$ cat src/rtl/board_io_pkg.sv
// board_io_pkg: shared reset-FSM encoding and counter sizing for board_io_ctrl
// Contents: state_t (ST_HOLD, ST_STRETCH, ST_RUN), cnt_w() bits needed to count 0..n-1.
package board_io_pkg;
  typedef enum logic [1:0] {ST_HOLD, ST_STRETCH, ST_RUN} state_t;
  function automatic int cnt_w(input int n);
    return (n > 1) ? $clog2(n) : 1;
  endfunction
endpackage

$ cat src/rtl/board_io_debounce.sv
// board_io_debounce: one switch channel, 2-flop sync, stability counter, level and edge pulses
// Ports: clk, reset (sync, active-low), sw_in (raw pin), sw_db (debounced level),
//        sw_rise / sw_fall (1-cycle pulses on debounced 0->1 / 1->0).
module board_io_debounce
  import board_io_pkg::*;
#(
  parameter int DB_CYCLES = 500000
) (
  input  logic clk,
  input  logic reset,
  input  logic sw_in,
  output logic sw_db,
  output logic sw_rise,
  output logic sw_fall
);
  localparam int CW = cnt_w(DB_CYCLES);
  localparam logic [CW-1:0] DB_MAX = CW'(DB_CYCLES - 1);
  logic sync1_q, sync1_d, sync2_q, sync2_d, db_q, db_d, rise_q, rise_d, fall_q, fall_d, flip;
  logic [CW-1:0] cnt_q, cnt_d;
  always_comb begin
    sync1_d = sw_in;
    sync2_d = sync1_q;
    flip    = (sync2_q != db_q) && (cnt_q == DB_MAX);
    // any sample that agrees with the accepted level restarts the stability window
    cnt_d   = (sync2_q == db_q || flip) ? '0 : cnt_q + 1'b1;
    db_d    = flip ? ~db_q : db_q;
    rise_d  = flip & ~db_q;
    fall_d  = flip & db_q;
  end
  always_ff @(posedge clk) begin
    if (!reset) begin
      sync1_q <= 1'b0;
      sync2_q <= 1'b0;
      cnt_q   <= '0;
      db_q    <= 1'b0;
      rise_q  <= 1'b0;
      fall_q  <= 1'b0;
    end else begin
      sync1_q <= sync1_d;
      sync2_q <= sync2_d;
      cnt_q   <= cnt_d;
      db_q    <= db_d;
      rise_q  <= rise_d;
      fall_q  <= fall_d;
    end
  end
  assign sw_db   = db_q;
  assign sw_rise = rise_q;
  assign sw_fall = fall_q;
endmodule

$ cat src/rtl/board_io_ctrl.sv
// board_io_ctrl: board I/O conditioning -- switch debounce, SoC reset sequencing, PWM LED drive
// Ports: clk, reset (sync, active-low), sw_in -> sw_db/sw_rise/sw_fall, soc_reset_n (active-low),
//        led_val + led_duty -> led_out (registered).
// Option: define BOARD_IO_HEARTBEAT_EN to turn led_out[LED_W-1] into a heartbeat (HB_CYCLES).
module board_io_ctrl
  import board_io_pkg::*;
#(
  parameter int SW_W       = 4,
  parameter int LED_W      = 8,
  parameter int DB_CYCLES  = 500000,
  parameter int POR_CYCLES = 1024,
  parameter int RST_SW     = 0,
  parameter int PWM_BITS   = 8
`ifdef BOARD_IO_HEARTBEAT_EN
  , parameter int HB_CYCLES = 25000000
`endif
) (
  input  logic                clk,
  input  logic                reset,
  input  logic [SW_W-1:0]     sw_in,
  output logic [SW_W-1:0]     sw_db,
  output logic [SW_W-1:0]     sw_rise,
  output logic [SW_W-1:0]     sw_fall,
  output logic                soc_reset_n,
  input  logic [LED_W-1:0]    led_val,
  input  logic [PWM_BITS-1:0] led_duty,
  output logic [LED_W-1:0]    led_out
);
  localparam int RW = cnt_w(POR_CYCLES);
  localparam logic [RW-1:0] POR_MAX = RW'(POR_CYCLES - 1);
  for (genvar i = 0; i < SW_W; i++) begin : g_db
    board_io_debounce #(.DB_CYCLES(DB_CYCLES)) u_db (
      .clk(clk), .reset(reset), .sw_in(sw_in[i]),
      .sw_db(sw_db[i]), .sw_rise(sw_rise[i]), .sw_fall(sw_fall[i])
    );
  end
  state_t state_q, state_d;
  logic [RW-1:0] rcnt_q, rcnt_d;
  logic [PWM_BITS-1:0] pwm_cnt_q, pwm_cnt_d;
  logic [LED_W-1:0] led_out_q, led_out_d;
  logic soc_reset_n_q, soc_reset_n_d, rst_lvl, pwm_on;
`ifdef BOARD_IO_HEARTBEAT_EN
  localparam int HW = cnt_w(HB_CYCLES);
  localparam logic [HW-1:0] HB_MAX = HW'(HB_CYCLES - 1);
  logic [HW-1:0] hb_cnt_q, hb_cnt_d;
  logic hb_q, hb_d;
`endif
  always_comb begin
    rst_lvl       = sw_db[RST_SW];
    // a released reset switch drops back to HOLD from every state
    state_d       = (state_q == ST_HOLD) ? (rst_lvl ? ST_STRETCH : ST_HOLD) :
                    !rst_lvl ? ST_HOLD :
                    (state_q == ST_STRETCH && rcnt_q == POR_MAX) ? ST_RUN : state_q;
    rcnt_d        = (state_q == ST_STRETCH && rst_lvl && rcnt_q != POR_MAX) ? rcnt_q + 1'b1 : '0;
    soc_reset_n_d = (state_d == ST_RUN);
    pwm_cnt_d     = pwm_cnt_q + 1'b1;
    pwm_on        = (&led_duty) | (pwm_cnt_q < led_duty);
    // gated on the next state so LEDs go dark on the same edge soc_reset_n falls
    led_out_d     = (state_d == ST_RUN) ? (led_val & {LED_W{pwm_on}}) : '0;
`ifdef BOARD_IO_HEARTBEAT_EN
    hb_cnt_d      = (state_q != ST_RUN || hb_cnt_q == HB_MAX) ? '0 : hb_cnt_q + 1'b1;
    hb_d          = (state_q != ST_RUN) ? 1'b0 : (hb_cnt_q == HB_MAX) ? ~hb_q : hb_q;
    led_out_d[LED_W-1] = (state_d == ST_RUN) ? hb_d : 1'b1;
`endif
  end
  always_ff @(posedge clk) begin
    if (!reset) begin
      state_q       <= ST_HOLD;
      rcnt_q        <= '0;
      soc_reset_n_q <= 1'b0;
      pwm_cnt_q     <= '0;
      led_out_q     <= '0;
`ifdef BOARD_IO_HEARTBEAT_EN
      hb_cnt_q      <= '0;
      hb_q          <= 1'b0;
`endif
    end else begin
      state_q       <= state_d;
      rcnt_q        <= rcnt_d;
      soc_reset_n_q <= soc_reset_n_d;
      pwm_cnt_q     <= pwm_cnt_d;
      led_out_q     <= led_out_d;
`ifdef BOARD_IO_HEARTBEAT_EN
      hb_cnt_q      <= hb_cnt_d;
      hb_q          <= hb_d;
`endif
    end
  end
  assign soc_reset_n = soc_reset_n_q;
  assign led_out     = led_out_q;
endmodule

$ cat config.mk
export PLATFORM = sky130hd
export DESIGN_NAME = board_io_ctrl
export DESIGN_NICKNAME = d
export VERILOG_FILES = /design/src/rtl/board_io_pkg.sv /design/src/rtl/board_io_debounce.sv /design/src/rtl/board_io_ctrl.sv
export SDC_FILE = /design/constraint.sdc
export NUM_CORES = 1
export LEC_CHECK = 0
export ABC_AREA = 1
export BUFFER_PORTS_ARGS = -buffer_cell sky130_fd_sc_hd__buf_4
export CORE_MARGIN = 2
export CORE_UTILIZATION = 60
export CTS_CLUSTER_SIZE = 24
export DETAILED_ROUTE_END_ITERATION = 10
export GPL_TIMING_DRIVEN = 0
export HOLD_SLACK_MARGIN = 0.15
export PLACE_DENSITY = 0.79
export SKIP_LAST_GASP = 1
export SYNTH_ARGS = -nofsm -noshare
export SYNTH_HDL_FRONTEND = slang
export SYNTH_SLANG_ARGS = --single-unit
export TNS_END_PERCENT = 10
$ cat constraint.sdc
create_clock -name clk -period 1.9 [get_ports clk]
set_input_delay 0.095 -clock clk [delete_from_list [all_inputs] [get_ports clk]]
set_output_delay 0.095 -clock clk [all_outputs]
set_load 0.01 [all_outputs]
* After elaboration in Yosys (flattened, before gate mapping)
Index checks and enable logic that the tools add are counted.
** Storage, ports and cells
- Register bits after elaboration :: 125
- Bits in latches :: 0
- RAM bits :: 0
- Memory bits (read-only) :: 0
- Input bits :: 22
- Output and inout bits :: 21
- Logic and storage cells :: 90
- Memories kept :: 0
** Cells by class
- Add/subtract/negate cells :: 6
- Multipliers :: 0
- Div/mod/pow operators :: 0
- Magnitude comparators :: 1
- Eq/ne operators :: 16
- Shift operators :: 0
- Mux-type cells :: 4
- Bitwise operators :: 15
- Reductions and logical operators :: 19
** Operators with widths (count)
- 19-bit by 1-bit adder with 19-bit output (second input constant) :: 4
- 19-bit equality test (second input constant) :: 4
- 10-bit by 1-bit adder with 10-bit output (second input constant) :: 1
- 10-bit equality test (second input constant) :: 1
- 10-bit != test (second input constant) :: 1
- 8-bit by 1-bit adder with 8-bit output (second input constant) :: 1
- 1-bit bitwise AND :: 8
- 8-bit bitwise AND :: 1
- 8-bit < comparator :: 1
- 8-bit AND reduction :: 1
- 2-bit OR reduction :: 4
- 1-bit logical AND :: 7
- 2-bit 2-to-1 mux :: 3
- 1-bit NOT :: 5
- 1-bit equality test :: 4
- 1-bit logical OR :: 4
- 1-bit != test :: 4
- 2-bit AND reduction :: 2
- 2-bit by 1-bit equality test with 1-bit output (second input constant) :: 1
- 2-bit equality test (second input constant) :: 1
- 2-bit logical NOT :: 1
- 1-bit 2-to-1 mux :: 1
- 1-bit bitwise OR :: 1

* Logic depth before layout (Yosys ltp)
- Depth in word-level cells :: 7
- Gate-level depth with buffers :: 10
- Mapped depth without buffers :: 10

* Cells and area by module
Synthesis repeated with hierarchy kept, for this count alone.
** Unflattened totals
- Cell total of the unflattened synthesis :: 888
- Area total of the unflattened synthesis :: 6439.9 um^2
** Modules (own cells, without submodules)
- board_io_debounce :: times used 4, cells each 180, area each 1277.5 um^2, seq. area each 480.5 um^2
- board_io_ctrl :: times used 1, cells each 168, area each 1330.0 um^2, seq. area each 580.6 um^2

* Least setup slack after synthesis
No wires, ideal clock.
- Path type :: reg-to-reg
- Start :: reg g_db[0].u_db.cnt_q[0]
- End :: reg g_db[0].u_db.cnt_q[16]
- Library setup time :: 0.109 ns
- Data arrival time :: 1.293 ns
- Data required time :: 1.791 ns
- Path slack :: 0.498 ns
- Cell stages (with the launch flop) :: 8
- Buffers on the path :: 0
- Period minus slack after synthesis :: 1.402 ns
- Cells stage by stage :: dfxtp_1 > ha_1 > nand3_4 > nor2_4 > nand4_1 > xnor2_1 > nand2_1 > inv_1
** On the way
- Word-level cells in the longest chain between the ends :: 4
- Elaborated cells on any way between the ends :: 5
- Classes of those cells :: add/sub: 1; eq/ne: 1; reduce/logical: 3
** Ends and longest elaborated chain
- from (decl) :: line board_io_debounce.sv:19 : logic [CW-1:0] cnt_q, cnt_d;
- from (signal assigned) :: line board_io_debounce.sv:41 : cnt_q <= cnt_d;
- branches (longest 4 deep; another with 19-bit by 1-bit adder with 19-bit output)
Parallel ways; which one is timed is not known.
A chain may end at the register's enable or synchronous reset.

* Worst setup path in the final report
- Start :: in led_duty[5]
- End :: reg led_out_q[0] (netlist: led_out[0])
** On the way
- Word-level cells in the longest chain between the ends :: 3
- Elaborated cells on any way between the ends :: 4
- Classes of those cells :: order compare: 1; bitwise: 2; reduce/logical: 1
** Ends and longest elaborated chain
- from (decl) :: line board_io_ctrl.sv:26 : input logic [PWM_BITS-1:0] led_duty,
- 8-bit < comparator / 8-bit AND reduction (equally long branches) :: line board_io_ctrl.sv:57 : pwm_on = (&led_duty) | (pwm_cnt_q < led_duty);
- 1-bit bitwise OR (*) :: line board_io_ctrl.sv:57
- 8-bit bitwise AND (*) :: line board_io_ctrl.sv:59 : led_out_d = (state_d == ST_RUN) ? (led_val & {LED_W{pwm_on}}) : '0;
- to (signal assigned) :: line board_io_ctrl.sv:82 : led_out_q <= led_out_d;
- to (decl) :: line board_io_ctrl.sv:40 : logic [LED_W-1:0] led_out_q, led_out_d;
Every way passes the cells marked *; elsewhere a longest branch is shown, timed or not.

==> results.py <==
metrics = {
    "run_status": {
        "status": "finished clean",
    },
    "critical_path": {
        "regToRegSetupSlack_ps": 240,
        "cp_max_fo": 8,
        "startpoint_type": "primary input",
        "path_class": "primary input to register",
        "required_ps": 2280,
        "cp_data_arrival_time_ps": 2060,
        "endpoint_kind": "register",
    },
    "timing": {
        "hold_viol": 0,
        "final_max_slew_viol_count": 0,
        "finalClockSkew_ps": 6.43,
        "grt_setup_unrepaired": "false",
        "period_minus_slack_ps": 1680,
        "clock.fmax_mhz": 597,
        "fin_tns_setup_ps": 0,
        "slew_headroom_pct": 58.3,
        "fin_crit_sh_pct": 88.2,
        "setup_violations": 0,
        "tightest_slew_ps": 626,
    },
    "die": {
        "num_io_pins": 43,
        "die_x_um": 104,
        "core_area_sq_um": 9730,
        "rows": 36,
        "dieArea_sq_um": 10800,
        "dieHeight_um": 104,
        "start_util_pct": 61.6,
    },
    "flow_run": {
        "cap_violations": 0,
    },
    "pwr": {
        "p_seq_share_pct": 48.0,
        "netSwitchingFraction_pct": 20.3,
        "combPwrFrac_pct": 2.7,
        "power_density_nw_per_um2": 775,
        "p_leak_nw": 2.84,
        "power_frac_clock_pct": 49.3,
        "peakVddDrop_v": 0.000973,
        "p_sw_mw": 1.12,
        "p_int_mw": 4.40,
        "power.total_mw": 5.52,
    },
    "clock_network": {
        "cts_setup_buffers": 0,
        "holdBufCountCts": 17,
        "clk_latency_ps": 520,
        "htreeDepth": 4,
        "clk_pin_slew_ps": 60,
        "cts_tree": "done",
        "numCtsBuffers": 17,
        "cts.path.max_buffers": 2,
        "clkSinkCount": 125,
        "cts_resized": 0,
        "cts_root_buf": "clkbuf_8",
    },
    "final_layout": {
        "final_cells": 1065,
        "drive_above_1_share_pct": 12.3,
        "postLayoutCellArea_sq_um": 7130,
        "diodes": 0,
        "fin_nets": 960,
        "syn2layout_area_growth_pct": 19.0,
    },
    "logic_synthesis": {
        "synth.cell_area_sq_um": 5990,
        "netlist-cell-type-count": 34,
        "synthCells": 848,
        "yosysTopAreaCellShare_pct": 41.8,
        "ys_ff_latch": 125,
        "ys_warn_count": 0,
        "syn-num-nets": 883,
        "yosys.area.top_type": "dfxtp_1",
        "synth.area.top_cells": "dfxtp_1 (42%), nand2_1 (13%), nor2_1 (9.2%)",
        "syn_area_per_cell_sq_um": 7.07,
        "ys_seq_area_share_pct": 41.8,
    },
    "routing": {
        "dr.pass1.iters": 5,
        "drcViolationCount": 0,
        "ant_nets": 0,
        "drt_iter0_markers": 217,
        "vias_per_cell": 5.06,
        "vias": 5388,
        "wl_per_cell_um": 11.8,
        "routed_wl_um": 12600,
    },
    "global_route": {
        "antenna_found_initial": 0,
        "grt_max_degree": 17,
        "track_usage_pct": 24.3,
        "grt_pass1_wl_um": 21700,
        "grt_overflow": 0,
        "grt_pass1_vias": 5181,
    },
    "place": {
        "dpl-instance-area_sq_um": 6470,
        "place_inst": 1022,
        "gp_congestion": 0.944,
        "portBuffers": 41,
        "dpl.hpwl_um": 9000,
    },
    "worst_hold_path": {
        "hold_class": "primary input to register",
    },
}
## final cells by class
type                    instances  area (sq um)
plain buffers                  19           140
clock buffers                  23           477
clock inverters                 3          15.0
fillers                       776          2600
inverters                     118           443
multi-input cells             586          2910
flip-flops and latches        125          2500
well taps                     133           166
repair buffers                 58           478
## routing by layer
metal / part of all wire (%) / track usage, %
met5: 0 / 0
met1: 45 / 28.5
met3: 3.3 / 5.58
met2: 49 / 42.1
met4: 2.5 / 11.7
## per-stage QoR
| step | worst slack, ps | hold slack (ps) | utilization (%) |
|---|---|---|---|
| floorplan | 498 | 193 | - |
| global route | 86.2 | 313 | 73.3 |
| global placement | 293 | 279 | 66.5 |
| CTS | 254 | 248 | 73.3 |
| detailed placement | 263 | 288 | 66.5 |
| finish | 225 | 269 | 73.3 |
## worst max-delay path: stages
cell           delay, ps
dlygate4sd3_1        560
buf_4                150
nand4_1               50
dlygate4sd3_1        550
nor2_1                40
a21oi_1              490
nor2_1               120
## power by group through the flow
stage | Combinational [mW] | Clock (mW) | Sequential (mW)
2_1_floorplan | 0.0677 | 0 | 2.70
3_3_place_gp | 0.118 | 0 | 2.70
3_5_place_dp | 0.123 | 0 | 2.71
6_report | 0.151 | 2.72 | 2.65
4_1_cts | 0.150 | 2.75 | 2.65
5_1_grt | 0.170 | 2.89 | 2.65
## final timing paths
check | start | end | depth (start not counted)
setup / recovery | led_duty[5] | led_out[0]$_SDFF_PN0_ | 7
hold / removal | led_duty[0] | led_out[1]$_SDFF_PN0_ | 9
setup reg to reg | pwm_cnt_q[3]$_SDFF_PN0_ | led_out[0]$_SDFF_PN0_ | 8
hold reg to reg | g_db[2].u_db.sync1_q$_SDFF_PN0_ | g_db[2].u_db.sync2_q$_SDFF_PN0_ | 2
## sequential cells by signal (all words and copies together), names as in the netlist
| signal | count |
|---|---|
| g_db.u_db.sw_rise | 4 |
| rcnt_q | 10 |
| g_db.u_db.sync1_q | 4 |
| state_q | 2 |
| g_db.u_db.sync2_q | 4 |
| g_db.u_db.sw_db | 4 |
| led_out | 8 |
| g_db.u_db.cnt_q | 76 |
| soc_reset_n | 1 |
| pwm_cnt_q | 8 |
| g_db.u_db.sw_fall | 4 |
## cells by family after synthesis
| group | after synthesis | synth area share (%) |
|---|---|---|
| AO/OA/AOI/OAI | 45 | 3.90 |
| XOR/XNOR | 34 | 4.97 |
| adder cells (fa/ha/maj) | 13 | 2.71 |
| buffers and inverters | 137 | 9.73 |
| flip-flops | 125 | 41.8 |
| AND/OR/NAND/NOR | 494 | 36.9 |
## cells in the mapped netlist, drive strengths merged
master  count
nand3b      6
nand3      51
o21a        2
nand4      31
xnor2      12
nand2     211
xor2       22
nor2      158
nor3       22
and3        1
nor2b       1
clkinv      1
or2         8
dfxtp     125
nor4        1
o21ai       6
buf        19
ha         13
a21oi      37
and2        2
inv       117
nor3b       2
## layout by cell type, fill, tap and decap left out, types with 2 or more instances in the layout
master,synthesis,layout
xor2_1,22,22
clkbuf_1,0,2
nand3_1,45,45
inv_1,117,117
nor2_1,147,147
or2_2,2,2
nor3_1,18,18
a21oi_1,37,37
and2_1,2,2
dlygate4sd3_1,0,17
buf_4,16,57
nand4_1,31,31
nor2_4,2,2
clkbuf_8,0,5
dfxtp_1,125,125
o21a_1,2,2
or2_0,6,6
nor3_2,4,4
nor3b_1,2,2
o21ai_0,5,5
nor2_2,9,9
clkbuf_16,0,16
nand3b_1,6,6
nand3_4,2,2
clkinv_2,0,3
nand3_2,4,4
xnor2_1,12,12
nand2_1,203,203
nand2_2,7,7
ha_1,13,13
(Power assumes the default switching activity.)
